## config.mk

```make
export PLATFORM = sky130hd
export DESIGN_NAME = freq_peak_detect
export DESIGN_NICKNAME = d
export VERILOG_FILES = /design/src/rtl/freq_peak_detect.sv
export SDC_FILE = /design/constraint.sdc
export NUM_CORES = 2
export LEC_CHECK = 0
export CAP_MARGIN = 25
export CELL_PAD_IN_SITES_DETAIL_PLACEMENT = 1
export CELL_PAD_IN_SITES_GLOBAL_PLACEMENT = 1
export CORE_MARGIN = 3
export CORE_UTILIZATION = 50
export CTS_CLUSTER_DIAMETER = 100
export CTS_CLUSTER_SIZE = 8
export DETAILED_ROUTE_END_ITERATION = 10
export GPL_TIMING_DRIVEN = 0
export PLACE_DENSITY = 0.87
export REMOVE_ABC_BUFFERS = 1
export SETUP_SLACK_MARGIN = 0.2
export SYNTH_ARGS = -nofsm -noshare
export SYNTH_HDL_FRONTEND = slang
export SYNTH_SLANG_ARGS = --single-unit
```

## constraint.sdc

```tcl
create_clock -name clk -period 48.8 [get_ports clk]
set_clock_uncertainty 0.2 [all_clocks]
set_input_delay 12.2 -clock clk [delete_from_list [all_inputs] [get_ports clk]]
set_output_delay 12.2 -clock clk [all_outputs]
set_load 0.005 [all_outputs]
```

## src/rtl/freq_peak_detect.sv

```systemverilog
`default_nettype none
// ============================================================================
//  Module   : freq_peak_detect
//  Purpose  : Scans a 16-bin complex FFT frame (Q8.8 re/im) one bin per
//             cycle and reports the index and squared magnitude of the
//             strongest bin. Ties resolve to the lowest index.
//  Revision : 1.0 - initial release
// ============================================================================
module freq_peak_detect (
  input  logic        clk,
  input  logic        rst,
  input  logic [31:0] fft_d0,
  input  logic [31:0] fft_d1,
  input  logic [31:0] fft_d2,
  input  logic [31:0] fft_d3,
  input  logic [31:0] fft_d4,
  input  logic [31:0] fft_d5,
  input  logic [31:0] fft_d6,
  input  logic [31:0] fft_d7,
  input  logic [31:0] fft_d8,
  input  logic [31:0] fft_d9,
  input  logic [31:0] fft_d10,
  input  logic [31:0] fft_d11,
  input  logic [31:0] fft_d12,
  input  logic [31:0] fft_d13,
  input  logic [31:0] fft_d14,
  input  logic [31:0] fft_d15,
  input  logic        fft_valid,
  output logic        done,
  output logic [3:0]  freq,
  output logic [31:0] mag_max,
  output logic        drop
);

  typedef enum logic [1:0] {
    S_IDLE = 2'd0,
    S_SCAN = 2'd1,
    S_DONE = 2'd2
  } state_t;

  localparam logic [3:0] c_LAST_IDX = 4'd15;

  state_t             r_state;
  state_t             w_state_nxt;
  logic        [3:0]  r_idx;
  logic        [31:0] r_buf [16];
  logic        [31:0] r_best_mag;
  logic        [3:0]  r_best_idx;
  logic        [3:0]  r_freq;
  logic        [31:0] r_mag_max;
  logic               r_drop;

  logic        [31:0] w_din [16];
  logic               w_capture;
  logic        [31:0] w_bin;
  logic signed [15:0] w_re;
  logic signed [15:0] w_im;
  logic signed [31:0] w_re_sq;
  logic signed [31:0] w_im_sq;
  logic        [31:0] w_mag;
  logic               w_take;
  logic        [31:0] w_best_mag_nxt;
  logic        [3:0]  w_best_idx_nxt;

  assign w_din[0]  = fft_d0;
  assign w_din[1]  = fft_d1;
  assign w_din[2]  = fft_d2;
  assign w_din[3]  = fft_d3;
  assign w_din[4]  = fft_d4;
  assign w_din[5]  = fft_d5;
  assign w_din[6]  = fft_d6;
  assign w_din[7]  = fft_d7;
  assign w_din[8]  = fft_d8;
  assign w_din[9]  = fft_d9;
  assign w_din[10] = fft_d10;
  assign w_din[11] = fft_d11;
  assign w_din[12] = fft_d12;
  assign w_din[13] = fft_d13;
  assign w_din[14] = fft_d14;
  assign w_din[15] = fft_d15;

  // Squared magnitude of the bin currently addressed by the scan index.
  // Signed squares are never negative and the largest, (-2^15)^2 = 2^30,
  // fits a signed 32-bit product, so the unsigned sum cannot overflow.
  assign w_bin   = r_buf[r_idx];
  assign w_re    = w_bin[31:16];
  assign w_im    = w_bin[15:0];
  assign w_re_sq = w_re * w_re;
  assign w_im_sq = w_im * w_im;
  assign w_mag   = unsigned'(w_re_sq) + unsigned'(w_im_sq);

  // Bin 0 seeds the running best; later bins must be strictly larger so
  // that equal magnitudes keep the lower index.
  assign w_take         = (r_idx == 4'd0) || (w_mag > r_best_mag);
  assign w_best_mag_nxt = w_take ? w_mag : r_best_mag;
  assign w_best_idx_nxt = w_take ? r_idx : r_best_idx;

  // Next-state logic and Moore outputs; a new frame is accepted whenever
  // the scanner is not busy, including the DONE cycle.
  always_comb begin
    w_state_nxt = r_state;
    w_capture   = 1'b0;
    done        = 1'b0;
    case (r_state)
      S_IDLE: begin
        if (fft_valid) begin
          w_capture   = 1'b1;
          w_state_nxt = S_SCAN;
        end
      end
      S_SCAN: begin
        if (r_idx == c_LAST_IDX) begin
          w_state_nxt = S_DONE;
        end
      end
      S_DONE: begin
        done = 1'b1;
        if (fft_valid) begin
          w_capture   = 1'b1;
          w_state_nxt = S_SCAN;
        end else begin
          w_state_nxt = S_IDLE;
        end
      end
      default: begin
        w_state_nxt = S_IDLE;
      end
    endcase
  end

  // State register, scan index, running best and held result registers.
  always_ff @(posedge clk) begin
    if (rst) begin
      r_state    <= S_IDLE;
      r_idx      <= 4'd0;
      r_best_mag <= 32'd0;
      r_best_idx <= 4'd0;
      r_freq     <= 4'd0;
      r_mag_max  <= 32'd0;
      r_drop     <= 1'b0;
    end else begin
      r_state <= w_state_nxt;
      r_drop  <= fft_valid && (r_state == S_SCAN);
      if (w_capture) begin
        r_idx <= 4'd0;
      end else if (r_state == S_SCAN) begin
        r_idx      <= r_idx + 4'd1;
        r_best_mag <= w_best_mag_nxt;
        r_best_idx <= w_best_idx_nxt;
        if (r_idx == c_LAST_IDX) begin
          r_freq    <= w_best_idx_nxt;
          r_mag_max <= w_best_mag_nxt;
        end
      end
    end
  end

  // Frame buffer; contents are irrelevant until a capture fills them.
  always_ff @(posedge clk) begin
    if (!rst && w_capture) begin
      for (int k = 0; k < 16; k++) begin
        r_buf[k] <= w_din[k];
      end
    end
  end

  assign freq    = r_freq;
  assign mag_max = r_mag_max;
  assign drop    = r_drop;

endmodule
`default_nettype wire

```

* Word level (Yosys, flattened, before mapping)
Memory sizes are Yosys's and may differ from the RTL's. A register that Yosys moved wholly into a read port is not among the register bits.
Index checks and enable logic that the tools add are counted.
** Word-level totals
- Input bits :: 515
- Bits in writable memories :: 512
- Output and inout bits :: 38
- Flip-flop bits (word level) :: 79
- Memories kept :: 1
- Logic and storage cells :: 43
** Memories
- r_buf :: depth 16, bits a word 32, rd ports 1, clocked after memory_dff 1, write ports 16, line 46 : logic [31:0] r_buf [16];
** Cells by class
- Reductions and logical operators :: 11
- Multiplexer cells :: 13
- Order comparisons :: 1
- Equality and inequality tests :: 5
- $add $sub $neg :: 2
- $mul :: 2
- Bitwise logic cells :: 1
** Operators by type and width (count)
- $mul 16x16->32 :: 2
- $add 32x32->32 :: 1
- $gt 32x32->1 :: 1
- $mux 32 :: 1
- $mux 4 :: 3
- $mux 1 :: 6
- $pmux 2 s3 :: 1
- $add 4x1->4 const B :: 1
- $eq 4x4->1 const B :: 1
- $logic_not 4->1 :: 1
- $mux 2 :: 2
- $ne 2x2->1 const B :: 2
- $reduce_and 2->1 :: 2
- $reduce_or 2->1 :: 2
- $reduce_and 3->1 :: 1
- $eq 2x1->1 const B :: 1
- $eq 2x2->1 const B :: 1
- $logic_and 1x1->1 :: 2
- $logic_not 2->1 :: 1
- $logic_not 1->1 :: 1
- $logic_or 1x1->1 :: 1
- $not 1->1 :: 1

* Longest topological paths before layout
- Depth in word-level cells :: 6
- Mapped depth :: 47
- Gate-level depth less buffers :: 42

* Worst setup path after synthesis
Ideal clock, no wire load.
- Path type :: input to register
- Start :: input port rst
- End :: memory r_buf[0][0] (enable)
- Slack :: 13.399 ns
- Setup time :: 1.404 ns
- Arrival :: 33.797 ns
- Cell stages on the path :: 4
- Data required time :: 47.196 ns
- Path buffers :: 1
- Cells stage by stage :: clkbuf_1 > inv_1 > nand2_1 > nor2_1
** RTL lines
- start, declared :: line 11 : input logic rst,
- end, declared :: line 46

==> reports/results.ini <==
[sta]
fin_tns_setup_ps = 0
tightest_slew_ps = 961
finalCritPeriodShare_pct = 33.8
rsz0062_at_grt = no
hold_violations = 0
worst_slew_margin_rel_pct = 35.9
timing.fmax_mhz = 60.6
slew_viol_final = 0
setup_viol = 0
period_needed_ps = 16500

[worst_hold_path]
hp-start = r_best_idx[2]$_SDFFE_PP0P_
hold_path_class = reg -> reg
min_to = r_best_idx[2]$_SDFFE_PP0P_
holdPathStages = 2

[final_layout]
drive_above_1_share_pct = 8.98
register_area_um2 = 17100
n_fill_cell = 7761
area_growth_pct = 23.5
layout.nets = 4895
multi_input_area_um2 = 20700

[setup_path]
r2r_setup_slack_ps = 34360
r2r_end = r_best_mag[31]$_SDFFE_PP0P_
worstPathArrival_ps = 16610
worstPathRequired_ps = 48910
startpoint_type = primary input
reg2reg_depth = 39
cp_max_fo = 49
path_class = in -> reg
worst_setup_path_end_kind = register

[grt]
grt_max_degree = 58
grtUsageTotal_pct = 29.2
grt_overflow = 0
antenna_found_initial = 38
grt_pass1_vias = 31192
grt_pass1_wl_um = 184000

[clock_tree]
hold_buffers = 0
ctsResizeCount = 0
cts_setup_buffers = 0
clockRootBuffer = clkbuf_16
cts_tree = yes
clk_latency_ps = 680
numCtsBuffers = 86
cts_max_level = 3
path_clk_slew_ps = 50
cts_buffer_depth = 3
cts_sinks = 595

[logic_synthesis]
synth-main-ff-cell = edfxtp_1
yosysWarnings = 0
ys_async_sr_fraction_pct = 0
synth_edf_count = 512
synthDistinctLibCells = 67
synth_seq_area_share_pct = 41.7
syn_inst = 3104
avgSynthCellArea_um2 = 13.2
ys_ff_latch = 595
synth_area_um2 = 40900

[run]
drv_cap = 0

[placed_design]
dpl.hpwl_um = 93800
place_congestion = 0.834
io_buffers = 552

[detailed_routing]
drt_wl_total_um = 124000
vias = 26283
drc_errors = 0
viasPerCell = 5.47
first_pass_iters = 5
wl_per_cell_um = 25.8
drtAntennaViolNets = 0
drtIter0Drc = 1740

[run_status]
status = finished clean

[floorplanning]
start_util_pct = 50.6
row_count = 104
core_um2 = 80800
fp.dieArea_um2 = 85300
die_x_um = 292
die_y_um = 292
num_io_pins = 553

-- metal layers --
layer | part of all wire, % | track usage, % | wire [µm]
met1 | 34 | 31.5 | 41800
met2 | 57 | 55.3 | 70300
met3 | 4.9 | 4.57 | 6090
met4 | 4.5 | 14.4 | 5610
met5 | 0.014 | 0 | 17
-- sequential cells by signal, indices dropped and copies added (netlist names), named ones only --
signal / count
drop: 1
freq: 4
mag_max: 32
r_idx: 4
r_buf: 512
r_state: 2
r_best_idx: 4
r_best_mag: 32
-- layout make-up --
type	instances	share of cell area (%)
multi-input combinational	1697	41.0
sequential	595	33.8
timing repair buffer	582	12.3
inverter	713	5.30
clock buffer	98	4.35
tap	1060	2.63
clock inverter	12	0.419
antenna	44	0.218
-- worst max-delay path, stage by stage --
cell,delay (ps)
buf_2,250
buf_12,250
inv_1,360
nand2_1,200
nor2_4,640
buf_12,310
buf_12,260
buf_12,240
buf_12,260
buf_12,250
buf_12,250
buf_12,240
buf_16,210
buf_12,240
buf_12,240
-- placed cells by master (no fill, tap or decap), types with 14 or more instances in the layout --
cell type / n
edfxtp_1: 512
mux2_2: 18
xnor2_1: 47
o21a_1: 21
inv_1: 696
diode_2: 44
o21ai_0: 26
dfxtp_1: 79
buf_12: 14
clkbuf_16: 86
a21oi_1: 78
mux2i_1: 37
ha_1: 185
fa_1: 520
a21o_1: 15
mux4_2: 145
clkdlybuf4s50_1: 551
a211oi_1: 26
nand2_1: 248
nor2_1: 172
buf_16: 14
-- cell families (layout without fill, tap and decap cells) --
family / count (synthesis) / in the layout / synth area share (%)
adders and majority gates: 705 / 705 / 31.1
DFF: 595 / 595 / 41.7
other: 0 / 44 / 0
AOI/OAI and AO/OA: 233 / 233 / 3.75
buffers and inverters: 812 / 1405 / 7.77
and+or+nand+nor: 504 / 504 / 5.15
xor gates and xnor gates: 55 / 55 / 1.18
muxes: 200 / 200 / 9.39
-- Yosys cell counts (4+ instances only) --
cell	count	area, µm²
nor2_1	175	657
inv_2	9	33.8
o21ai_2	8	70.1
o21bai_1	5	37.5
fa_1	520	10400
clkbuf_1	42	158
mux4_2	145	3270
or3_1	4	25.0
mux2i_1	37	370
o21a_1	21	158
a211oi_1	26	195
a31oi_1	6	37.5
inv_1	696	2610
a311oi_1	9	78.8
a21oi_1	78	390
ha_1	185	2310
and3_1	4	25.0
edfxtp_1	512	15400
nand3_1	10	50.1
o21ai_0	26	130
xor2_1	8	70.1
or2_2	5	31.3
buf_6	7	78.8
nor3_1	12	60.1
dfxtp_1	83	1660
a21o_1	15	113
buf_4	7	52.6
o211ai_1	6	45.0
nor2b_1	6	37.5
and2_1	12	75.1
mux2_2	18	203
xnor2_1	47	412
nand2b_1	7	43.8
o21ai_1	4	20.0
buf_2	40	200
nand4_1	7	43.8
clkinv_1	8	30.0
nand2_1	248	931
-- stage by stage --
step / hold slack, ps / util, % / worst slack (ps) / std cells / area [µm²]
after floorplan: 231 / - / 13530 / 3005 / 40400
after global placement: 244 / 58.5 / 2690 / 4617 / 47300
after detailed placement: 255 / 59.4 / 31720 / 4646 / 48000
after CTS: 262 / 62.3 / 32370 / 4756 / 50400
after global routing: 280 / 62.5 / 32020 / 4801 / 50500
final: 257 / 62.5 / 32300 / 4801 / 50500
-- worst max path at each step --
| stage | slack, ps | cells past startpoint | start | to |
|---|---|---|---|---|
| finish | 32300 | 15 | rst | r_buf[7][18]$_DFFE_PP_ |
| global route | 32020 | 15 | rst | r_buf[9][0]$_DFFE_PP_ |
| CTS | 32370 | 15 | rst | r_buf[7][18]$_DFFE_PP_ |
| detailed placement | 31720 | 15 | rst | r_buf[12][23]$_DFFE_PP_ |
| global placement | 2690 | 4 | rst | r_buf[12][23]$_DFFE_PP_ |
| floorplan | 13530 | 3 | rst | r_buf[0][0]$_DFFE_PP_ |
Power is left out: the tool's default activity adds up to more than one toggle a clock period on the data nets, which glitch-free logic cannot reach.
